--- src/rtl/pipe_ctrl.sv ---
// pipe_ctrl: per-cycle sequencing for the 5-stage core.
// Decides stage-register enables and flushes, PC load, and redirect commit.
// Tracks the wrong-path fetch discard state and keeps saturating stall and
// flush event counters.
//
// Enable/flush semantics: an enable of 1 lets a stage register capture its
// upstream data. A flush of 1 makes that register capture a bubble (valid=0)
// regardless of its enable. All enables and flushes are combinational from
// inputs and state. Only the state and the two counters are registered.
module pipe_ctrl #(
    parameter int CNT_W = 16
) (
    input  logic             clk,
    input  logic             rst_n,
    input  logic [4:0]       id_rs1,
    input  logic [4:0]       id_rs2,
    input  logic             id_use_rs1,
    input  logic             id_use_rs2,
    input  logic             id_ex_valid,
    input  logic             id_ex_mem_read,
    input  logic [4:0]       id_ex_rd,
    input  logic             ex_mem_valid,
    input  logic             ex_mem_jump_flag,
    input  logic             ex_mem_branch_flag,
    input  logic             ex_mem_zero,
    input  logic             ex_mem_mem_req,
    input  logic             imem_ready,
    input  logic             dmem_ready,
    input  logic             cnt_clr,
    output logic             pc_write,
    output logic             if_id_write,
    output logic             id_ex_write,
    output logic             ex_mem_write,
    output logic             mem_wb_write,
    output logic             if_id_flush,
    output logic             id_ex_flush,
    output logic             ex_mem_flush,
    output logic             redirect,
    output logic             discard,
    output logic [CNT_W-1:0] stall_cnt,
    output logic [CNT_W-1:0] flush_cnt
);

    // RUN: normal fetch. DISCARD: a wrong-path imem fetch is still
    // outstanding and its response must be dropped.
    typedef enum logic {
        ST_RUN     = 1'b0,
        ST_DISCARD = 1'b1
    } state_e;

    localparam logic [CNT_W-1:0] CNT_MAX = {CNT_W{1'b1}};
    localparam logic [CNT_W-1:0] CNT_ONE = {{(CNT_W-1){1'b0}}, 1'b1};

    state_e           state_q, state_d;
    logic [CNT_W-1:0] stall_cnt_q, stall_cnt_d;
    logic [CNT_W-1:0] flush_cnt_q, flush_cnt_d;

    logic redir_c;
    logic dstall;
    logic lu;
    logic stall_ev;
    logic flush_ev;

    // Hazard sources.
    assign redir_c = ex_mem_valid & (ex_mem_jump_flag | (ex_mem_branch_flag & ex_mem_zero));
    assign dstall  = ex_mem_valid & ex_mem_mem_req & ~dmem_ready;
    assign lu      = id_ex_valid & id_ex_mem_read & (id_ex_rd != 5'd0) &
                     ((id_use_rs1 & (id_ex_rd == id_rs1)) |
                      (id_use_rs2 & (id_ex_rd == id_rs2)));

    // Priority decode of enables, flushes, next state and counter events.
    always_comb begin
        pc_write     = 1'b1;
        if_id_write  = 1'b1;
        id_ex_write  = 1'b1;
        ex_mem_write = 1'b1;
        mem_wb_write = 1'b1;
        if_id_flush  = 1'b0;
        id_ex_flush  = 1'b0;
        ex_mem_flush = 1'b0;
        redirect     = 1'b0;
        state_d      = state_q;
        stall_ev     = 1'b0;
        flush_ev     = 1'b0;

        if (dstall) begin
            // Data memory wait freezes the whole pipe, including DISCARD.
            pc_write     = 1'b0;
            if_id_write  = 1'b0;
            id_ex_write  = 1'b0;
            ex_mem_write = 1'b0;
            mem_wb_write = 1'b0;
            stall_ev     = 1'b1;
        end else if (redir_c) begin
            // Commit target to PC and squash the three younger stages.
            redirect     = 1'b1;
            if_id_flush  = 1'b1;
            id_ex_flush  = 1'b1;
            ex_mem_flush = 1'b1;
            state_d      = imem_ready ? ST_RUN : ST_DISCARD;
            flush_ev     = 1'b1;
        end else if (state_q == ST_DISCARD) begin
            // Drop the wrong-path response; target fetch starts after it.
            pc_write    = 1'b0;
            if_id_flush = 1'b1;
            if (imem_ready) begin
                state_d = ST_RUN;
            end
            stall_ev = 1'b1;
        end else if (lu) begin
            // Hold IF/ID and PC, insert one bubble into ID/EX.
            pc_write    = 1'b0;
            if_id_write = 1'b0;
            id_ex_flush = 1'b1;
            stall_ev    = 1'b1;
        end else if (!imem_ready) begin
            // Fetch not back yet: hold PC and feed a bubble into IF/ID.
            pc_write    = 1'b0;
            if_id_flush = 1'b1;
            stall_ev    = 1'b1;
        end

        // In reset nothing advances and every stage holds a bubble.
        if (!rst_n) begin
            pc_write     = 1'b0;
            if_id_write  = 1'b0;
            id_ex_write  = 1'b0;
            ex_mem_write = 1'b0;
            mem_wb_write = 1'b0;
            if_id_flush  = 1'b1;
            id_ex_flush  = 1'b1;
            ex_mem_flush = 1'b1;
            redirect     = 1'b0;
        end
    end

    // Saturating counters; clear wins over a same-cycle increment.
    always_comb begin
        stall_cnt_d = stall_cnt_q;
        flush_cnt_d = flush_cnt_q;
        if (cnt_clr) begin
            stall_cnt_d = '0;
            flush_cnt_d = '0;
        end else begin
            if (stall_ev && (stall_cnt_q != CNT_MAX)) begin
                stall_cnt_d = stall_cnt_q + CNT_ONE;
            end
            if (flush_ev && (flush_cnt_q != CNT_MAX)) begin
                flush_cnt_d = flush_cnt_q + CNT_ONE;
            end
        end
    end

    // State and counter registers.
    always_ff @(posedge clk or negedge rst_n) begin
        if (!rst_n) begin
            state_q     <= ST_RUN;
            stall_cnt_q <= '0;
            flush_cnt_q <= '0;
        end else begin
            state_q     <= state_d;
            stall_cnt_q <= stall_cnt_d;
            flush_cnt_q <= flush_cnt_d;
        end
    end

    assign discard   = rst_n & (state_q == ST_DISCARD);
    assign stall_cnt = stall_cnt_q;
    assign flush_cnt = flush_cnt_q;

endmodule

--- config.mk ---
export PLATFORM = sky130hd
export DESIGN_NAME = pipe_ctrl
export DESIGN_NICKNAME = d
export VERILOG_FILES = /design/src/rtl/pipe_ctrl.sv
export SDC_FILE = /design/constraint.sdc
export NUM_CORES = 1
export LEC_CHECK = 0
export CAP_MARGIN = 20
export CELL_PAD_IN_SITES_DETAIL_PLACEMENT = 1
export CELL_PAD_IN_SITES_GLOBAL_PLACEMENT = 2
export CORE_MARGIN = 2
export CORE_UTILIZATION = 27
export CTS_BUF_LIST = sky130_fd_sc_hd__clkbuf_8
export DETAILED_ROUTE_END_ITERATION = 7
export PLACE_DENSITY = 0.87
export SLEW_MARGIN = 20
export SYNTH_ARGS = -nofsm -noshare
export SYNTH_HDL_FRONTEND = slang
export SYNTH_SLANG_ARGS = --single-unit
--- constraint.sdc ---
create_clock -name clk -period 2.4 [get_ports clk]
set_input_delay 0.48 -clock clk [delete_from_list [all_inputs] [get_ports clk]]
set_output_delay 0.48 -clock clk [all_outputs]
set_load 0.1 [all_outputs]
==> flow_metrics.py <==
metrics = {
    "synthesis": {
        "synthXorXnorAreaFrac": 0.117,
        "syn-num-nets": 255,
        "synth_mux_area_frac": 0.0310,
        "yosys.area.top_type": "dfrtp_1",
        "synth-edff-count": 0,
        "ys_seq_area_frac": 0.410,
        "ys_seq_elements": 33,
        "ys_top_cells_by_area": "dfrtp_1 (41%), xnor2_1 (7.0%), nor2_1 (6.7%)",
        "async_flop_share": 1.00,
        "synth_top_family_by_area": "simple AND/OR/NAND/NOR gates",
        "synthFlopType": "dfrtp_1",
        "synth_top_area_share": 0.410,
        "synth_compound_area_frac": 0.119,
        "yosys.area_share.simple": 0.280,
        "synth_area_um2": 2020,
        "syn_area_per_cell_um2": 9.00,
        "synth-adder-area-share": 0.0124,
        "netlist_instances": 224,
        "synth.distinct_cells": 45,
        "yosys_warnings": 0,
    },
    "cts": {
        "clock_path_buffers": 2,
        "clkTransAtPathRegs_ns": 0.07,
        "numCtsBuffers": 5,
        "cts_max_level": 2,
        "cts_tree": "yes",
        "cts.sinks": 33,
        "cts-hold-fix-buffers": 0,
        "cts_root_buf": "clkbuf_8",
        "clkLatencyLatePin_ns": 0.28,
    },
    "setup_path": {
        "required_ns": 1.92,
        "worstSetupStartpoint": "id_ex_rd[1]",
        "worst-setup-path-type": "input port to primary output",
        "cpLargestDelayFamily": "compound AO/OA/AOI/OAI gates",
        "path_buf_inv": 2,
        "cpMaxStageDelayCell": "or3_4",
        "cp_data_arrival_time_ns": 1.90,
        "start_kind": "input port",
        "cp-end-kind": "primary output",
        "critPathMaxFanout": 3,
        "cpPeakStageDelay_ns": 0.36,
        "crit_chain": "buf_6 > or3_4 > o311a_1 > nand2_2 > nor2_4 > o311ai_4 > buf_12",
        "regToRegStartpoint": "flush_cnt[0]",
    },
    "die": {
        "core_region_area_um2": 7250,
        "num_rows": 31,
        "die_w_um": 90.4,
        "io_pins": 71,
        "die_h_um": 90.4,
        "start_util": 0.278,
        "dieArea_um2": 8170,
    },
    "pwr": {
        "p_leak_nw": 1.39,
        "powerDensity_nw_per_um2": 443,
        "power_mw": 1.41,
        "ir_drop_v": 0.000213,
    },
    "placement": {
        "io_buffer_count": 70,
        "place_ws_ns": -0.465,
        "dp.final_hpwl_um": 4860,
        "globalplace.congestion": 0.752,
    },
    "layout": {
        "fill_cells": 853,
        "diodes": 0,
        "syn_to_final_growth_pct": 57.9,
        "final_nets": 348,
        "layout-drive-gt1-share": 0.387,
    },
    "detailed_routing": {
        "first_pass_iters": 6,
        "drtAntennaViolNets": 0,
        "wl_per_cell_um": 15.1,
        "vias": 2043,
        "drc_errors": 0,
        "detail_route.vias_per_cell": 4.90,
        "postRouteWirelength_um": 6300,
        "drt-initial-drc-count": 49,
    },
    "timing": {
        "post-route-period-util": 0.992,
        "slew_viol_final": 0,
        "hold_viol": 0,
        "fin_ws_ns": 0.0194,
        "rsz0062_at_grt": "true",
        "finalSetupViolCount": 0,
        "relSlewSlack": 0.761,
        "tightest_slew_ns": 0.355,
        "skew_ns": 0.00355,
        "fmax_mhz": 420,
        "timing.final.crit_period_ns": 2.38,
        "tns_ns": 0,
        "holdWs_ns": 0.0414,
    },
    "global_routing": {
        "global_route.usage.total": 0.160,
        "antenna_found_initial": 0,
        "grt_pass1_wl_um": 10800,
        "grt_max_degree": 28,
        "grt_pass1_vias": 2154,
        "grt.overflow.total": 0,
    },
    "outcome": {
        "run_status": "finished, final reports clean",
    },
    "worst_hold_path": {
        "worst_hold_path_type": "input port to asynchronous set/reset pin",
    },
    "run": {
        "max-cap-violations": 0,
    },
}
-- registers in the layout, summed over array words and instances (netlist names) --
signal / flops
stall_cnt: 16
flush_cnt: 16
state_q: 1
-- power breakdown --
| group | internal, mW | switching (mW) | leakage [nW] |
|---|---|---|---|
| registers | 0.567 | 0.0137 | 0.424 |
| logic | 0.163 | 0.269 | 0.916 |
| clock network | 0.193 | 0.204 | 0.0519 |
-- cells by family (layout without fill, tap and decap cells) --
group	count (synthesis)	after routing
adders and majority gates	2	2
xor gates and xnor gates	27	27
AOI/OAI and AO/OA	34	34
muxes	5	5
buffers and inverters	12	106
and+or+nand+nor	111	111
DFF	33	33
-- through the flow --
step,utilization,instance area (µm²),instances
finish,0.439,3180,417
global route,0.439,3180,417
CTS,0.436,3160,417
detailed placement,0.422,3060,406
global placement,0.422,3060,406
floorplan,-,2110,224
-- final cells by class --
| class | count | area (µm²) | area share |
|---|---|---|---|
| Clock inverter | 3 | 11.3 | 0.00354 |
| Tap cell | 99 | 124 | 0.0389 |
| Timing Repair Buffer | 95 | 885 | 0.278 |
| Multi-Input combinational cell | 179 | 1220 | 0.384 |
| Clock buffer | 5 | 68.8 | 0.0216 |
| Inverter | 3 | 11.3 | 0.00354 |
| Sequential cell | 33 | 861 | 0.271 |
-- final timing paths --
check	endpoint	slack [ns]	cells after the start
worst max-delay path	if_id_flush	0.02	7
worst min-delay path	state_q	0.04	1
worst max register to register	flush_cnt[12]	0.13	8
worst min register to register	flush_cnt[10]	0.57	2
max in group asynchronous	flush_cnt[7]	1.76	3
min in group clk	flush_cnt[10]	0.57	2
-- Yosys cell counts, types with 4 or more instances --
master and instances:
nand2_1 22, clkbuf_1 5, a31o_1 4, nor2b_1 5, o311a_1 5, o21ai_0 4
a21oi_1 12, and3_1 5, xnor2_1 16, nor2_1 36, nand3_1 13, nand4_1 7
dfrtp_1 33, or3_1 5, xor2_1 11
-- metal layers --
layer  vias to the layer above  part of all wire  GRT usage
li1                        974                 -          -
met1                      1012              0.44      0.203
met2                        53              0.50      0.278
met3                         4             0.049     0.0384
met4                         0            0.0049     0.0346
met5                         -                 0          0
-- timing repair --
action	4_1_cts	5_1_grt
resized for setup	32	16
setup buffers	3	0
setup endpoints to repair	8	7
pin swaps	18	15
hold endpoints to repair	0	0
-- placed cells by master (no fill, tap or decap), types with 7 or more instances in the layout --
| cell | synthesis | final |
|---|---|---|
| nand2_1 | 22 | 20 |
| nor2_1 | 36 | 34 |
| xnor2_1 | 16 | 14 |
| nand4_1 | 7 | 7 |
| clkdlybuf4s50_1 | 0 | 12 |
| xor2_1 | 11 | 11 |
| buf_12 | 0 | 10 |
| dfrtp_1 | 33 | 13 |
| a21oi_1 | 12 | 11 |
| nand3_1 | 13 | 13 |
| buf_4 | 2 | 56 |
| dfrtp_2 | 0 | 16 |
Power figures use the tool's default switching activity.
